[src/rtl/rs232_pkg.sv]
// Shared definitions for the RS-232 receive path: byte width, default
// buffer depth and the byte type.
package rs232_pkg;
  localparam int RS232_BYTE_W        = 8;
  localparam int RS232_DEFAULT_DEPTH = 16;

  typedef logic [RS232_BYTE_W-1:0] byte_t;
endpackage

[src/rtl/rs232_rx_fifo_if.sv]
// Receiver-to-consumer handshake bundle for the RS-232 receive FIFO.
// The producer/consumer side uses master; the FIFO uses slave.
interface rs232_rx_fifo_if;
  import rs232_pkg::*;

  byte_t rx_data;
  logic  rx_vld;
  byte_t out_data;
  logic  out_valid;
  logic  out_ready;
  logic  full;
  logic  empty;
  logic  overrun;
  logic  overrun_clr;

  modport master (
    output rx_data, rx_vld, out_ready, overrun_clr,
    input  out_data, out_valid, full, empty, overrun
  );

  modport slave (
    input  rx_data, rx_vld, out_ready, overrun_clr,
    output out_data, out_valid, full, empty, overrun
  );
endinterface

[src/rtl/rs232_fifo_mem.sv]
// DEPTH x byte storage: synchronous write, asynchronous read, no control.
module rs232_fifo_mem
  import rs232_pkg::*;
#(
  parameter int DEPTH = RS232_DEFAULT_DEPTH,
  parameter int AW    = $clog2(DEPTH)
) (
  input  logic          clock,
  input  logic          we,
  input  logic [AW-1:0] waddr,
  input  byte_t         wdata,
  input  logic [AW-1:0] raddr,
  output byte_t         rdata
);
  byte_t mem_r [DEPTH];

  // Write port: one byte per cycle when enabled.
  always_ff @(posedge clock) begin
    if (we) begin
      mem_r[waddr] <= wdata;
    end
  end

  assign rdata = mem_r[raddr];
endmodule

[src/rtl/rs232_rx_fifo.sv]
// First-word-fall-through byte FIFO behind the RS-232 receiver, with a
// sticky overrun flag. Optional level/almost_full outputs: RS232_RX_FIFO_LEVEL_EN.
module rs232_rx_fifo
  import rs232_pkg::*;
#(
  parameter int DEPTH = RS232_DEFAULT_DEPTH,
  parameter int AW    = $clog2(DEPTH)
`ifdef RS232_RX_FIFO_LEVEL_EN
  , parameter int AFULL_THRESH = DEPTH - 2
`endif
) (
  input  logic          clock,
  input  logic          reset,
  rs232_rx_fifo_if.slave bus
`ifdef RS232_RX_FIFO_LEVEL_EN
  , output logic [AW:0] level
  , output logic        almost_full
`endif
);
  logic [AW-1:0] wr_ptr_r;
  logic [AW-1:0] rd_ptr_r;
  logic [AW:0]   count_r;
  logic          overrun_r;
  logic          full_s;
  logic          empty_s;
  logic          pop_s;
  logic          push_s;
  logic          drop_s;
  byte_t         rd_data_s;

  // Handshake decode; a pop frees the slot a same-cycle push into a full queue needs.
  always_comb begin
    full_s  = (count_r == (AW+1)'(DEPTH));
    empty_s = (count_r == {(AW+1){1'b0}});
    pop_s   = !empty_s && bus.out_ready;
    push_s  = bus.rx_vld && (!full_s || pop_s);
    drop_s  = bus.rx_vld && full_s && !pop_s;
  end

  // Pointer, occupancy and sticky overrun registers.
  always_ff @(posedge clock) begin
    if (reset) begin
      wr_ptr_r  <= {AW{1'b0}};
      rd_ptr_r  <= {AW{1'b0}};
      count_r   <= {(AW+1){1'b0}};
      overrun_r <= 1'b0;
    end else begin
      if (push_s) begin
        wr_ptr_r <= wr_ptr_r + AW'(1);
      end
      if (pop_s) begin
        rd_ptr_r <= rd_ptr_r + AW'(1);
      end
      case ({push_s, pop_s})
        2'b10:   count_r <= count_r + (AW+1)'(1);
        2'b01:   count_r <= count_r - (AW+1)'(1);
        default: count_r <= count_r;
      endcase
      if (drop_s) begin
        overrun_r <= 1'b1;
      end else if (bus.overrun_clr) begin
        overrun_r <= 1'b0;
      end else begin
        overrun_r <= overrun_r;
      end
    end
  end

  rs232_fifo_mem #(
    .DEPTH (DEPTH),
    .AW    (AW)
  ) u_mem (
    .clock (clock),
    .we    (push_s),
    .waddr (wr_ptr_r),
    .wdata (bus.rx_data),
    .raddr (rd_ptr_r),
    .rdata (rd_data_s)
  );

  assign bus.out_data  = empty_s ? {RS232_BYTE_W{1'b0}} : rd_data_s;
  assign bus.out_valid = !empty_s;
  assign bus.full      = full_s;
  assign bus.empty     = empty_s;
  assign bus.overrun   = overrun_r;

`ifdef RS232_RX_FIFO_LEVEL_EN
  assign level       = count_r;
  assign almost_full = (count_r >= (AW+1)'(AFULL_THRESH));
`endif
endmodule

[src/flat_wrapper.sv]
// flat-port wrapper written by rule: the top's interface ports become plain ports
module rs232_rx_fifo_flat import rs232_pkg::*;
#(
  parameter int DEPTH = RS232_DEFAULT_DEPTH,
  parameter int AW    = $clog2(DEPTH)

)
  (clock, reset, bus_rx_data, bus_rx_vld, bus_out_ready, bus_overrun_clr, bus_out_data, bus_out_valid, bus_full, bus_empty, bus_overrun);
  rs232_rx_fifo_if bus_i ();
  input  logic clock;
  input  logic reset;
  input wire logic [$bits(bus_i.rx_data)-1:0] bus_rx_data;
  input wire logic [$bits(bus_i.rx_vld)-1:0] bus_rx_vld;
  input wire logic [$bits(bus_i.out_ready)-1:0] bus_out_ready;
  input wire logic [$bits(bus_i.overrun_clr)-1:0] bus_overrun_clr;
  output wire logic [$bits(bus_i.out_data)-1:0] bus_out_data;
  output wire logic [$bits(bus_i.out_valid)-1:0] bus_out_valid;
  output wire logic [$bits(bus_i.full)-1:0] bus_full;
  output wire logic [$bits(bus_i.empty)-1:0] bus_empty;
  output wire logic [$bits(bus_i.overrun)-1:0] bus_overrun;
  assign bus_i.rx_data = bus_rx_data;
  assign bus_i.rx_vld = bus_rx_vld;
  assign bus_i.out_ready = bus_out_ready;
  assign bus_i.overrun_clr = bus_overrun_clr;
  assign bus_out_data = bus_i.out_data;
  assign bus_out_valid = bus_i.out_valid;
  assign bus_full = bus_i.full;
  assign bus_empty = bus_i.empty;
  assign bus_overrun = bus_i.overrun;
  rs232_rx_fifo #(.DEPTH(DEPTH), .AW(AW)) u_core (.clock(clock), .reset(reset), .bus(bus_i));
endmodule
[config.mk]
export PLATFORM = sky130hd
export DESIGN_NAME = rs232_rx_fifo_flat
export DESIGN_NICKNAME = d
export VERILOG_FILES = /design/src/rtl/rs232_pkg.sv /design/src/rtl/rs232_rx_fifo_if.sv /design/src/rtl/rs232_fifo_mem.sv /design/src/rtl/rs232_rx_fifo.sv /design/src/flat_wrapper.sv
export SDC_FILE = /design/constraint.sdc
export NUM_CORES = 1
export LEC_CHECK = 0
export CORE_ASPECT_RATIO = 1.5
export CORE_UTILIZATION = 50
export CTS_CLUSTER_SIZE = 8
export DETAILED_ROUTE_END_ITERATION = 8
export PLACE_DENSITY = 0.68
export SLEW_MARGIN = 5
export SYNTH_ARGS = -nofsm -noshare
export SYNTH_HDL_FRONTEND = slang
export SYNTH_HIERARCHICAL = 1
export SYNTH_SLANG_ARGS = --single-unit
[constraint.sdc]
create_clock -name clock -period 3 [get_ports clock]
set_input_delay 0.3 -clock clock [delete_from_list [all_inputs] [get_ports clock]]
set_output_delay 0.3 -clock clock [all_outputs]
set_load 0.05 [all_outputs]
== Word level (Yosys, flattened, before mapping) ==
Memories as Yosys holds them, arrays and structs flattened. A register that Yosys moved wholly into a read port is not among the register bits.
Cells that the tools add are included.
Word-level totals
  word-level logic and storage cells: 31
  RAM bits: 128
  register bits after elaboration: 14
  memories kept: 1
Operators by class
  equality and inequality tests: 3
  $add $sub $neg: 4
  reductions and logical operators: 11
  muxes and demuxes: 8
Memory list
  u_core.u_mem.mem_r: words 16, bits a word 8, rd ports 1, clocked after Yosys merged registers in 1, write ports 1, line rs232_fifo_mem.sv:15  | byte_t mem_r [DEPTH];
Operator list (count)
  $pmux W5 S2: 1
  $add A4 B1 Y4 const B: 2
  $mux W4: 2
  $mux W8: 1
  $add A5 B1 Y5 const B: 1
  $eq A5 B5 Y1 const B: 1
  $logic_not A5 Y1: 1
  $sub A5 B1 Y5 const B: 1
  $logic_and A1 B1 Y1: 4
  $mux W1: 4
  $reduce_bool A2 Y1: 2
  $logic_not A1 Y1: 3
  $eq A2 B1 Y1 const B: 1
  $eq A2 B2 Y1 const B: 1
  $logic_or A1 B1 Y1: 1

== Logic depth before layout (Yosys ltp) ==
Gate-level depths: netlist of the first run.
  depth after elaboration: 7
  depth in mapped cells: 9
  depth with buffers taken out: 8

== Hierarchy ==
The synthesis of the first run kept the hierarchy.
Modules (own cells, without submodules)
  rs232_fifo_mem: cells an instance 221, seq. area each 3843.7 µm², area each 4987.3 µm², instances 1
  rs232_rx_fifo: cells an instance 104, seq. area each 280.3 µm², area each 864.6 µm², instances 1

== Worst setup path before layout of the first run ==
OpenSTA, ideal clock, no wires.
  path kind: in2reg
  start point: in bus_out_ready
  end point: mem u_core/u_mem/mem_r[0][0] (netlist bit) (enable)
  arrival: 2078 ps
  data required time: 2617 ps
  buffers on the path: 1
  setup time: 383 ps
  stages: 6
  slack: 539 ps
  path through: clkbuf_1 > nor2b_1 > a21bo_2 > inv_1 > or3b_2 > nor3_1
On the way
  word-level cells in the longest chain between the ends: 5
Ends and longest elaborated chain
  start, declared: line flat_wrapper.sv:14  | input wire logic [$bits(bus_i.out_ready)-1:0] bus_out_ready;
  $logic_and A1 B1 Y1: line rs232_rx_fifo.sv:35  | pop_s = !empty_s && bus.out_ready;
  $logic_or A1 B1 Y1: line rs232_rx_fifo.sv:36  | push_s = bus.rx_vld && (!full_s || pop_s);
  $logic_and A1 B1 Y1: line rs232_rx_fifo.sv:36
  net u_core.push_s: line rs232_rx_fifo.sv:27  | logic push_s;
  $mux W1: line rs232_fifo_mem.sv:19  | if (we) begin
  $mux W1 (implied by the code): line rs232_fifo_mem.sv:20  | mem_r[waddr] <= wdata;
  end, declared: line rs232_fifo_mem.sv:15
The timed path passes the listed nets, and every way through them passes these cells.

==> metrics, run 1 <==
max-cap violation count 0; Total GRT Usage 0.200; post-synth net total 341; minimum clock period 2.73 ns; effective utilization at floorplan 0.510; worst slew pin tran 0.676 ns; CTS root buffer clkbuf_16; Flop pwr share 0.392; final hold viol count 0; clock network power share 0.359; CTS tree yes; hold_sp u_core/bus.overrun; Power Total 6.00 mW; asr flop ratio synth 0; leading cell type in the layout, fill and taps excluded edfxtp_1; largest net degree at the start of global routing 24; max-slew violation count 0; TritonCTS Sinks 142; core area 11500 µm²; Clk pin slew, worst setup/hold paths 0.06 ns; syn avg cell area 18.0 µm²; Die ar. 12100 µm²; Yosys reg bits 142; io pins 25; setup_tns 0 ns; smallest hold slack 0.473 ns; Initial DRC Count 175; fraction of layout cells with a size suffix above 1 0.231; GR Overflow Total 0; slew margin rel. 0.548; Pleak 2.33 nW; Worst Setup Path Type register to output pin; CP Max Fanout 18; initial antenna violation count 0; Synth Instances 325; status finished clean; first-pass GRT wire length 17.3 mm; Max IR drop VDD 0.00103 V; crit path launch type register; Vias 3095; CTS Buf Count 17; commonest non-fill, non-tap cells in the layout 128 x edfxtp_1, 33 x buf_4, 24 x nor2_1; crit end category output pin; PortBufs 24; Max Clock Freq 0.367 GHz; Worst Hold Class register to register; H-tree depth 4; slowest stage delay, CP 0.60 ns; Clock Skew 0.00718 ns; Final nets 393; Critical Path Start u_core/rd_ptr_r[0]; dpl hpwl 7.64 mm; CTS max path bufs 2; Distinct cells, synth 42; Cell Int Power 4.27 mW; CP delay by family, top multiplexers; main flop type after synthesis edfxtp_1; final WL 11.3 mm; Final Cycle Share 0.909; DRC 0; final setup fails 0; Antenna Violating Nets Remaining 0; RSZ-0062 raised after global routing no; Worst R2R Start u_core/count_r[0]; post-CTS setup buffers 0; wire length per cell 20.9 µm; clock insertion delay at the later pin of the skew report 0.41 ns; Cell Area, Synth 5850 µm²; via count of the first global-routing pass 3174; Critical Path AT 2.43 ns; Die Span Y 134 µm; register area share after synthesis 0.705; number of vias per cell 5.74; Die X-Extent 90.3 µm; critical path, cell by cell buf_12 > mux4_1 > a22oi_1 > nand2_1 > and2_1 > buf_4; Antenna Cells 0; PwrDens 861 nW/µm²; area growth from synthesis to layout 19.2%; Crit path required time 2.70 ns; EDFF count, synth 128; Worst Path Buf+Inv 2; Synthesis Warnings 6; worst-path cell with the longest stage delay mux4_1; Logic pwr share 0.248; GPL Wtd Cong 0.753; sw frac 0.288; Psw 1.73 mW; num rows 48; TritonRoute pass-1 iters 5
power by group through the flow:
| stage | Clock [mW] | Sequential (mW) | Combinational [mW] |
|---|---|---|---|
| final | 2.16 | 2.35 | 1.49 |
| after global routing | 2.28 | 2.37 | 1.59 |
| after CTS | 2.19 | 2.35 | 1.51 |
| after detailed placement | 0 | 2.39 | 1.50 |
| after global placement | 0 | 2.39 | 1.49 |
| after floorplan | 0 | 2.31 | 1.18 |
logic make-up after synthesis:
| group | after synthesis | share of synthesized area |
|---|---|---|
| flip-flops | 142 | 0.705 |
| AND/OR/NAND/NOR | 82 | 0.0718 |
| multiplexers | 37 | 0.141 |
| AO/OA/AOI/OAI | 32 | 0.0391 |
| buffers and inverters | 21 | 0.0246 |
| XOR/XNOR | 8 | 0.0120 |
| adder cells (fa/ha/maj) | 3 | 0.00642 |
what timing repair did:
item	in CTS	in global routing
resized for setup	0	1
endpoints found under the hold margin	0	0
endpoints found under the setup margin	0	1
hold buffers	0	0
routing by layer:
layer,GRT usage,part of all wire,up-vias
met5,0,0,-
met2,0.367,0.55,73
met3,0.0462,0.038,15
met4,0.0824,0.019,0
met1,0.225,0.39,1597
li1,-,-,1410
flip-flops by register name (all words and copies together) (netlist names):
| name | count |
|---|---|
| u_core/bus.overrun | 1 |
| u_core/u_mem/mem_r | 128 |
| u_core/count_r | 5 |
| u_core/rd_ptr_r | 4 |
| u_core/wr_ptr_r | 4 |
synth_stat cells, types with 3 or more instances:
cell type / instances / area share
edfxtp_1: 128 / 0.66
nor2_1: 24 / 0.015
mux4_2: 18 / 0.069
a22oi_1: 16 / 0.021
dfxtp_1: 14 / 0.048
mux4_1: 14 / 0.063
nand2_1: 14 / 0.0090
and2_1: 10 / 0.011
nor3_1: 8 / 0.0068
nor2b_1: 7 / 0.0075
a21oi_1: 6 / 0.0051
buf_6: 5 / 0.0096
nand2b_1: 5 / 0.0053
xor2_1: 5 / 0.0075
buf_2: 4 / 0.0034
clkbuf_1: 4 / 0.0026
nand3_1: 4 / 0.0034
clkdlybuf4s25_2: 3 / 0.0051
ha_1: 3 / 0.0064
inv_1: 3 / 0.0019
nand4_1: 3 / 0.0032
xnor2_1: 3 / 0.0045
worst paths after layout:
| path | to | slack [ns] | cells after the start |
|---|---|---|---|
| hold / removal | u_core/bus.overrun | 0.47 | 2 |
| hold reg to reg | u_core/bus.overrun | 0.47 | 2 |
| setup reg to reg | u_core/count_r[4] | 0.70 | 7 |
| setup / recovery | bus_out_data[4] | 0.27 | 6 |
layout make-up:
| type | instances | area (µm²) |
|---|---|---|
| clock buffer | 17 | 425 |
| multi-input combinational | 162 | 1580 |
| fill | 844 | 4490 |
| inverter | 3 | 11.3 |
| sequential | 142 | 4130 |
| clock inverter | 14 | 194 |
| tap | 150 | 188 |
| timing repair buffer | 51 | 448 |
metrics by stage:
step / cell area (µm²) / setup WS [ns] / std cells / util
after global routing: 6980 / 0.160 / 539 / 0.608
after floorplan: 5850 / 0.539 / 325 / -
after detailed placement: 6360 / 0.388 / 508 / 0.554
final: 6980 / 0.274 / 539 / 0.608
after global placement: 6360 / 0.423 / 508 / 0.554
after CTS: 6980 / 0.0799 / 539 / 0.608
worst reg2reg max path: stages, from the launching register on:
cell	delay [ns]
dfxtp_1	0.39
nor4_2	0.45
nand2b_1	0.27
nand2_1	0.14
xnor2_1	0.07
ha_1	0.23
o31ai_1	0.28
mux2_2	0.36
Note: power is estimated with default switching activity, not from simulation.
==> run 2: changes to the inputs <==
--- a/config.mk
+++ b/config.mk
@@ -5,6 +5,7 @@
 export SDC_FILE = /design/constraint.sdc
 export NUM_CORES = 1
 export LEC_CHECK = 0
+export ABC_CLOCK_PERIOD_IN_PS = 3000
 export CORE_ASPECT_RATIO = 1.5
 export CORE_UTILIZATION = 50
 export CTS_CLUSTER_SIZE = 8
==> results of run 2 <==
Final layout, timing and power as in run 1 (identical DEF).
